$ cat src/rtl/gearbox_arb_if.sv
// Source/gearbox bundle for the round-robin gearbox scheduler.
// The source side drives the requests. The arbiter drives ready and the gearbox strobe.
interface gearbox_arb_if #(
    parameter int NUM_CH = 4
);
    localparam int CH_W = $clog2(NUM_CH);

    logic [NUM_CH-1:0]    req_valid;
    logic [24*NUM_CH-1:0] req_data;
    logic [NUM_CH-1:0]    req_last;
    logic [NUM_CH-1:0]    req_ready;
    logic [23:0]          gb_data_in;
    logic                 gb_data_in_last;
    logic                 gb_data_en;
    logic [CH_W-1:0]      grant_ch;
    logic                 busy;
    logic                 trunc_err;

    modport master (
        output req_valid, req_data, req_last,
        input  req_ready, gb_data_in, gb_data_in_last, gb_data_en, grant_ch, busy, trunc_err
    );

    modport slave (
        input  req_valid, req_data, req_last,
        output req_ready, gb_data_in, gb_data_in_last, gb_data_en, grant_ch, busy, trunc_err
    );
endinterface

$ cat src/rtl/gearbox_arb.sv
// Packet-granular round-robin scheduler in front of a 24-to-32 gearbox.
// It inserts an idle gap after each packet so the gearbox can flush, and it truncates packets at MAX_BEATS.
module gearbox_arb #(
    parameter int NUM_CH     = 4,
    parameter int GAP_CYCLES = 3,
    parameter int MAX_BEATS  = 256
) (
    input  logic          clk,
    input  logic          reset,
    input  logic          enable,
    gearbox_arb_if.slave  bus
);
    localparam int CH_W   = $clog2(NUM_CH);
    localparam int BEAT_W = $clog2(MAX_BEATS + 1);
    localparam int GAP_W  = $clog2(GAP_CYCLES + 1);

    typedef enum logic [1:0] {IDLE, XFER, GAP} state_t;

    state_t             state_reg, state_next;
    logic [CH_W-1:0]    ptr_reg, ptr_next;
    logic [CH_W-1:0]    grant_reg, grant_next;
    logic [BEAT_W-1:0]  beat_reg, beat_next;
    logic [GAP_W-1:0]   gap_reg, gap_next;
    logic [23:0]        data_reg, data_next;
    logic               last_reg, last_next;
    logic               en_reg, en_next;
    logic               trunc_reg, trunc_next;

    logic [23:0]        src_data [NUM_CH];
    logic               found;
    logic [CH_W-1:0]    winner;
    logic [CH_W:0]      probe;
    logic               hit_max;
    logic               end_pkt;

    for (genvar gi = 0; gi < NUM_CH; gi++) begin : g_ch
        assign src_data[gi]      = bus.req_data[24*gi +: 24];
        assign bus.req_ready[gi] = (state_reg == XFER) && (grant_reg == CH_W'(gi));
    end

    // First valid source strictly after the pointer, wrapping around.
    always_comb begin
        found  = 1'b0;
        winner = ptr_reg;
        probe  = '0;
        for (int k = 1; k <= NUM_CH; k++) begin
            probe = {1'b0, ptr_reg} + (CH_W+1)'(k);
            if (probe >= (CH_W+1)'(NUM_CH))
                probe = probe - (CH_W+1)'(NUM_CH);
            if (!found && bus.req_valid[probe[CH_W-1:0]]) begin
                found  = 1'b1;
                winner = probe[CH_W-1:0];
            end
        end
    end

    assign hit_max = (beat_reg == BEAT_W'(MAX_BEATS - 1));
    assign end_pkt = bus.req_last[grant_reg] | hit_max;

    always_comb begin
        state_next = state_reg;
        ptr_next   = ptr_reg;
        grant_next = grant_reg;
        beat_next  = beat_reg;
        gap_next   = gap_reg;
        data_next  = data_reg;
        last_next  = 1'b0;
        en_next    = 1'b0;
        trunc_next = 1'b0;
        case (state_reg)
            IDLE: begin
                if (enable && found) begin
                    grant_next = winner;
                    ptr_next   = winner;
                    beat_next  = '0;
                    state_next = XFER;
                end
            end
            XFER: begin
                if (bus.req_valid[grant_reg]) begin
                    en_next    = 1'b1;
                    data_next  = src_data[grant_reg];
                    last_next  = end_pkt;
                    // A packet whose real last lands exactly on MAX_BEATS is complete, not truncated.
                    trunc_next = hit_max & ~bus.req_last[grant_reg];
                    beat_next  = beat_reg + 1'b1;
                    if (end_pkt) begin
                        gap_next   = GAP_W'(GAP_CYCLES);
                        state_next = GAP;
                    end
                end
            end
            GAP: begin
                gap_next = gap_reg - 1'b1;
                if (gap_reg <= GAP_W'(1))
                    state_next = IDLE;
            end
            default: state_next = IDLE;
        endcase
    end

    always_ff @(posedge clk) begin
        if (!reset) begin
            state_reg <= IDLE;
            ptr_reg   <= CH_W'(NUM_CH - 1);
            grant_reg <= '0;
            beat_reg  <= '0;
            gap_reg   <= '0;
            data_reg  <= '0;
            last_reg  <= 1'b0;
            en_reg    <= 1'b0;
            trunc_reg <= 1'b0;
        end else begin
            state_reg <= state_next;
            ptr_reg   <= ptr_next;
            grant_reg <= grant_next;
            beat_reg  <= beat_next;
            gap_reg   <= gap_next;
            data_reg  <= data_next;
            last_reg  <= last_next;
            en_reg    <= en_next;
            trunc_reg <= trunc_next;
        end
    end

    assign bus.gb_data_in      = data_reg;
    assign bus.gb_data_in_last = last_reg;
    assign bus.gb_data_en      = en_reg;
    assign bus.grant_ch        = grant_reg;
    assign bus.busy            = (state_reg != IDLE);
    assign bus.trunc_err       = trunc_reg;
endmodule

$ cat src/flat_wrapper.sv
// flat-port wrapper written by rule: the top's interface ports become plain ports
module gearbox_arb_flat 
#(
    parameter int NUM_CH     = 4,
    parameter int GAP_CYCLES = 3,
    parameter int MAX_BEATS  = 256
)
  (clk, reset, enable, bus_req_valid, bus_req_data, bus_req_last, bus_req_ready, bus_gb_data_in, bus_gb_data_in_last, bus_gb_data_en, bus_grant_ch, bus_busy, bus_trunc_err);
  gearbox_arb_if #(.NUM_CH(NUM_CH)) bus_i ();
  input  logic clk;
  input  logic reset;
  input  logic enable;
  input wire logic [$bits(bus_i.req_valid)-1:0] bus_req_valid;
  input wire logic [$bits(bus_i.req_data)-1:0] bus_req_data;
  input wire logic [$bits(bus_i.req_last)-1:0] bus_req_last;
  output wire logic [$bits(bus_i.req_ready)-1:0] bus_req_ready;
  output wire logic [$bits(bus_i.gb_data_in)-1:0] bus_gb_data_in;
  output wire logic [$bits(bus_i.gb_data_in_last)-1:0] bus_gb_data_in_last;
  output wire logic [$bits(bus_i.gb_data_en)-1:0] bus_gb_data_en;
  output wire logic [$bits(bus_i.grant_ch)-1:0] bus_grant_ch;
  output wire logic [$bits(bus_i.busy)-1:0] bus_busy;
  output wire logic [$bits(bus_i.trunc_err)-1:0] bus_trunc_err;
  assign bus_i.req_valid = bus_req_valid;
  assign bus_i.req_data = bus_req_data;
  assign bus_i.req_last = bus_req_last;
  assign bus_req_ready = bus_i.req_ready;
  assign bus_gb_data_in = bus_i.gb_data_in;
  assign bus_gb_data_in_last = bus_i.gb_data_in_last;
  assign bus_gb_data_en = bus_i.gb_data_en;
  assign bus_grant_ch = bus_i.grant_ch;
  assign bus_busy = bus_i.busy;
  assign bus_trunc_err = bus_i.trunc_err;
  gearbox_arb #(.NUM_CH(NUM_CH), .GAP_CYCLES(GAP_CYCLES), .MAX_BEATS(MAX_BEATS)) u_core (.clk(clk), .reset(reset), .enable(enable), .bus(bus_i));
endmodule
$ cat config.mk
export PLATFORM = sky130hd
export DESIGN_NAME = gearbox_arb_flat
export DESIGN_NICKNAME = d
export VERILOG_FILES = /design/src/rtl/gearbox_arb_if.sv /design/src/rtl/gearbox_arb.sv /design/src/flat_wrapper.sv
export SDC_FILE = /design/constraint.sdc
export NUM_CORES = 1
export LEC_CHECK = 0
export CAP_MARGIN = 0
export CORE_AREA = 5 5 90 92
export CTS_CLUSTER_SIZE = 25
export DETAILED_ROUTE_END_ITERATION = 7
export DIE_AREA = 0 0 95 97
export HOLD_SLACK_MARGIN = 0.15
export MAX_ROUTING_LAYER = met4
export PLACE_DENSITY = 0.79
export SYNTH_ARGS = -nofsm -noshare
export SYNTH_HDL_FRONTEND = slang
export SYNTH_SLANG_ARGS = --single-unit
export TNS_END_PERCENT = 5
$ cat constraint.sdc
create_clock -name clk -period 1.81 [get_ports clk]
set_input_delay 0.362 -clock clk [delete_from_list [all_inputs] [get_ports clk]]
set_output_delay 0.362 -clock clk [all_outputs]
set_load 0.03 [all_outputs]
==> qor.yml, run 1 <==
synthesis:
  synth_top_area_share_pct: 36.74
  synth.area.top_cells: "dfxtp_1 37%, mux4_2 24%, nand2_1 9.2%"
  ys_seq_elements: 44
  synthArstFlopShare_pct: 0
  synth.cell_area_mm2: 0.002397
  yosysWarnings: 0
  synth_edf_count: 0
  synth_top_area_cell: "dfxtp_1"
  ys.flop_type: "dfxtp_1"
  seq_area_frac_synth_pct: 36.74
  synthCells: 251
  synth.avg_cell_area_um2: 9.551
  synth_cell_types: 41
  syn_nets: 361
job:
  maxCapViolCount: 0
finish:
  final_common_cell: "clkdlybuf4s50_1"
  final_nets: 519
  stdcell_area_mm2: 0.004297
  area_growth_pct: 79.23
  final_cell_mix: "129 x clkdlybuf4s50_1, 58 x nand2_1, 39 x dfxtp_1"
  largest_register_ffs: 24
  diodes: 0
  nFillCells: 627
  finalNonFillerCells: 509
  drive_gt1_share_pct: 20.49
place:
  gp_congestion: 0.8277
  post_dp_cell_area_mm2: 0.004028
  placed_cells: 497
  io_buffers: 140
  hpwlAfterDp_um: 6520
floorplan:
  die_x_um: 95
  core-area_mm2: 0.007137
  initial_core_util_pct: 33.59
  num_io_pins: 141
  rows: 31
  fp.dieH_um: 97
  die-area_mm2: 0.009215
clock_network:
  max-clock-path-buffers: 2
  worstSkewPairLatency_ns: 0.30
  ctsHtreeMaxLevel: 2
  tritoncts: "yes"
  clkTransAtPathRegs_ns: 0.09
  cts_hold_buf: 0
  numCtsBuffers: 5
  clock_sinks: 44
  cts_root_buf: "clkbuf_8"
setup_path:
  cp-start-kind: "register"
  cp.arrival_ns: 1.38
  cpLargestDelayFamily: "buffers and inverters"
  crit_type: "register to output port"
  slowest_delay_ns: 0.34
  crit_path_top_delay_cell: "dfxtp_2"
  cp_cell_sequence: "buf_6 -> nor2b_4 -> buf_6 -> nor3b_2 -> buf_4"
  end_kind: "output port"
  path_buf_inv: 3
  r2r_slack_ns: 0.07
  crit_fanout: 6
  cp.required_ns: 1.45
  crit_path_frequent_cell: "buf_6"
drt:
  initialDrtViolationCount: 86
  wirelength_um: 7984
  vias: 2536
  wl_per_cell_um: 15.69
  via_per_inst: 4.982
  ant_nets: 0
  dr.pass1.iters: 4
  drc: 0
timing:
  setup_viol: 0
  skew_ns: 0.006813
  slew_violations: 0
  hold_viol: 0
  grt_setup_unrepaired: "false"
  fin_crit_sh_pct: 96.31
  final.min_clock_period_ns: 1.743
  worst_slew_pin_slew_ns: 0.3884
  max_slew_margin_pct: 74.03
  fmax_mhz: 573.7
pwr:
  power_density_mw_per_mm2: 702.9
  p_leak_nw: 1.592
  ir_drop_v: 0.0004277
  p_total_mw: 3.020
global_route:
  grt_antenna_before_repair: 0
  grt_pass1_wl_um: 12390
  grt_overflow: 0
  grt_pass1_vias: 2658
  grt_max_degree: 22
  grt.total_usage_pct: 17.38
run_status:
  status: "complete, no violations"
hold_path:
  hp-class: "register to register"
[logic make-up (layout without fill, tap and decap cells)]
kind of cell,Yosys count,after routing,share of synthesized area (%)
compound gates,49,49,11.64
xor+xnor,3,3,1.096
fa+ha+maj,3,3,1.566
buf+inv,21,180,4.019
flops,44,44,36.74
mux,28,28,25.47
simple gates,103,103,19.47
[stage by stage]
stage | setup TNS, ns | hold slack, ns | util (%) | setup slack [ns]
6_report | 0 | 0.4560 | 60.20 | 0.06685
3_3_place_gp | -8.162 | 0.4417 | 56.43 | -0.2709
2_1_floorplan | -2.532 | 0.4338 | - | -0.2047
4_1_cts | 0 | 0.4606 | 58.71 | 0.004235
5_1_grt | 0 | 0.4854 | 60.20 | 0.006202
3_5_place_dp | -9.889 | 0.4489 | 56.43 | -0.2845
[worst register-to-register path: stages, from the launching register on]
cell and delay, ns:
dfxtp_2 0.40, mux4_2 0.64, o211ai_1 0.16, nor2_1 0.10
o311a_1 0.33
[synthesized netlist by cell type (all sizes together) (2+ instances only)]
master / instances
xor2: 3
and3: 3
clkbuf: 7
nand2: 59
nor3: 2
o31ai: 2
nand2b: 4
a21oi: 32
ha: 3
nor3b: 2
nor2: 16
or4: 2
buf: 10
mux4: 26
o21ai: 6
nor4b: 2
inv: 4
nand4b: 2
and2: 2
nand3: 2
dfxtp: 44
nor2b: 2
nand4: 2
[layout make-up]
| class | count | area (um^2) | area share, % |
|---|---|---|---|
| clock buffer | 5 | 68.82 | 1.602 |
| clock inverter | 3 | 90.09 | 2.097 |
| inverter | 4 | 15.01 | 0.3494 |
| multi-input combinational | 186 | 1471 | 34.25 |
| sequential | 44 | 887.1 | 20.65 |
| tap | 99 | 123.9 | 2.883 |
| timing repair buffer | 168 | 1640 | 38.18 |
[timing repair]
action                                  CTS  global route
resized for setup                         2            22
buffers inserted                          0             3
hold endpoints to repair                  0             0
gates cloned                              0             1
pin swaps                                 1             2
endpoints found under the setup margin    3            36
[worst paths after layout]
kind                              from                         to  depth (start not counted)
max                u_core.state_reg[0]           bus_req_ready[0]                          5
max reg2reg     u_core.bus.grant_ch[1]          u_core.gap_reg[1]                          4
min reg2reg  u_core.bus.gb_data_in[11]  u_core.bus.gb_data_in[11]                          2
min          u_core.bus.gb_data_in[11]  u_core.bus.gb_data_in[11]                          2
[per-layer routing]
layer	part of all wire, %	global-route usage, %	vias to the layer above
li1	-	-	1223
met1	37	18.08	1200
met3	6.1	4.344	13
met2	55	31.72	100
met4	1.9	5.105	0
met5	0	-	-
[where the power goes]
| group | total, mW | internal [mW] | leakage [nW] | switching [mW] |
|---|---|---|---|---|
| logic | 0.922 | 0.535 | 1.15 | 0.386 |
| registers | 1.06 | 1.03 | 0.360 | 0.0394 |
| clock network | 1.03 | 0.690 | 0.0784 | 0.344 |
(Power assumes the default switching activity.)
==> run 2: changes to the inputs <==
ABC_CLOCK_PERIOD_IN_PS = 1810   (was not set)
CTS_CLUSTER_SIZE = not set   (was 25)
==> results of run 2 <==
Same layout as run 1: the final DEF is identical, and so are final timing and power.
==> run 3: changes to the inputs <==
ABC_CLOCK_PERIOD_IN_PS = 2000   (was 1810)
CORE_AREA = 5 5 86 88   (was 5 5 90 92)
DIE_AREA = 0 0 91 93   (was 0 0 95 97)
PLACE_DENSITY = 0.82   (was 0.79)
clock period = 2 ns   (was 1.81 ns; I/O delays follow)
==> run 3 against run 2 <==
Compared with the run above: non-clock buffer count shrank 9; critical path type is now input pin to register; largest power group unchanged; largest cell class unchanged; via count shrank 0.12%; critical endpoint is now u_core.bus.gb_data_in[20]; global-route usage grew 0.97 points; highest routed layer unchanged.
==> qor.yml, run 3 (same netlist as run 1, synthesis figures left out) <==
setup_path:
  path_buf_inv: 2
  crit_type: "input pin to register"
  end_kind: "register"
  slowest_delay_ns: 0.57
  cp.arrival_ns: 2.10
  r2r_start: "u_core.bus.grant_ch[1]"
  cp.required_ns: 2.22
  cp-start-kind: "input pin"
  crit_start: "bus_req_valid[3]"
  cp_cell_sequence: "clkdlybuf4s50_1 -> mux4_2 -> nand2_1 -> buf_4 -> nand2_1 -> a21oi_1"
  crit_path_top_delay_cell: "mux4_2"
  crit_fanout: 15
  cpLargestDelayFamily: "buffers and inverters"
  crit_path_frequent_cell: "nand2_1"
timing:
  worst_slew_pin_slew_ns: 0.4789
  slew_violations: 0
  setup_viol: 0
  skew_ns: 0.006620
  grt_setup_unrepaired: "false"
  hold_viol: 0
  fin_crit_sh_pct: 94.02
  max_slew_margin_pct: 67.66
  final.min_clock_period_ns: 1.880
  finalSetupTns_ns: 0
  fmax_mhz: 531.8
clock_network:
  max-clock-path-buffers: 2
  clkTransAtPathRegs_ns: 0.08
  cts_root_buf: "clkbuf_8"
  cts_hold_buf: 0
  clock_sinks: 44
  numCtsBuffers: 5
  ctsHtreeMaxLevel: 2
  tritoncts: "yes"
  post_cts_buffers: 0
  worstSkewPairLatency_ns: 0.29
finish:
  largest_register_ffs: 24
  area_growth_pct: 70.98
  stdcell_area_mm2: 0.004099
  fin_util_pct: 62.40
  final_nets: 510
  final_common_cell: "clkdlybuf4s50_1"
  diodes: 0
  drive_gt1_share_pct: 16.21
  finalNonFillerCells: 481
  final_cell_mix: "134 x clkdlybuf4s50_1, 59 x nand2_1, 42 x dfxtp_1"
drt:
  via_per_inst: 5.266
  ant_nets: 0
  vias: 2533
  wl_per_cell_um: 16.06
  dr.pass1.iters: 4
  initialDrtViolationCount: 80
  wirelength_um: 7727
  dr.max_layer_used: "met4"
  met3_length_um: 588
  drc: 0
  wl_met2_um: 4270
  m1WireLength_um: 2721
place:
  post_dp_cell_area_mm2: 0.003981
  io_buffers: 140
  placed_cells: 473
  hpwlAfterDp_um: 6400
  gp_congestion: 0.8383
global_route:
  grt_max_degree: 30
  grt_antenna_before_repair: 0
  grt_pass1_wl_um: 12400
  grt_overflow: 0
  grt_pass1_vias: 2734
  grt.total_usage_pct: 18.36
hold_path:
  hp-class: "register to register"
  min_from: "u_core.bus.gb_data_in[22]"
job:
  maxCapViolCount: 0
floorplan:
  initial_core_util_pct: 36.50
  core-area_mm2: 0.006569
  fp.dieH_um: 93
  rows: 30
  die_x_um: 91
  num_io_pins: 141
  die-area_mm2: 0.008463
pwr:
  ir_drop_v: 0.0003409
  p_leak_nw: 1.463
  power_density_mw_per_mm2: 592.8
run_status:
  status: "complete, no violations"
==> run 3: changes by cell type in the layout (fill, tap and decap cells not counted), moves of 3 or more <==
cell / before / now
dfxtp_2: 5 / 2
dfxtp_1: 39 / 42
buf_4: 27 / 21
dlymetal6s2s_1: 4 / 0
clkdlybuf4s50_1: 129 / 134
buf_6: 5 / 1
==> run 3: final cells by class <==
class	instances	area, um^2
Clock buffer	5	68.82
Inverter	4	15.01
Tap cell	80	100.1
Sequential cell	44	883.3
Fill cell	530	2470
Clock inverter	3	42.54
Timing Repair Buffer	159	1559
Multi-Input combinational cell	186	1430
==> run 3: routing by layer <==
layer  track usage [%]  vias up
met2             34.38      115
met4             5.134        0
met3             4.586       12
li1                  -     1206
met5                 -        -
met1             19.01     1200
==> run 3: final timing paths <==
| kind | to | slack [ns] | depth (start not counted) |
|---|---|---|---|
| max reg2reg | u_core.bus.gb_data_in[20] | 0.16 | 5 |
| min | u_core.bus.gb_data_in[22] | 0.46 | 2 |
| max | u_core.bus.gb_data_in[20] | 0.12 | 6 |
| min reg2reg | u_core.bus.gb_data_in[22] | 0.46 | 2 |
==> run 3: repair_timing <==
item / in CTS / in global routing
gates resized for setup: 2 / 2
endpoints found under the hold margin: 0 / 0
endpoints found under the setup margin: 2 / 2
==> run 3: where the power goes <==
part	leakage [nW]	internal [mW]	switching [mW]
Combinational	1.05	0.461	0.332
Clock	0.0541	0.369	0.299
Sequential	0.358	0.927	0.0426
Total	1.46	1.76	0.673
==> run 3: worst reg2reg max path, cell delays in order, from the launching register on <==
cell     delay (ns)
dfxtp_1        0.47
mux4_2         0.63
nand2_1        0.21
buf_4          0.25
nand2_1        0.07
a21oi_1        0.15
==> run 3: metrics by stage <==
stage / setup WS, ns / total power [mW] / hold slack, ns
after floorplan: -0.05266 / 1.378 / 0.4476
after global placement: -0.08736 / 1.768 / 0.4426
after detailed placement: -0.1663 / 1.786 / 0.4511
after CTS: 0.02632 / 2.447 / 0.4627
after global routing: 0.008700 / 2.552 / 0.4771
final: 0.1196 / 2.430 / 0.4598
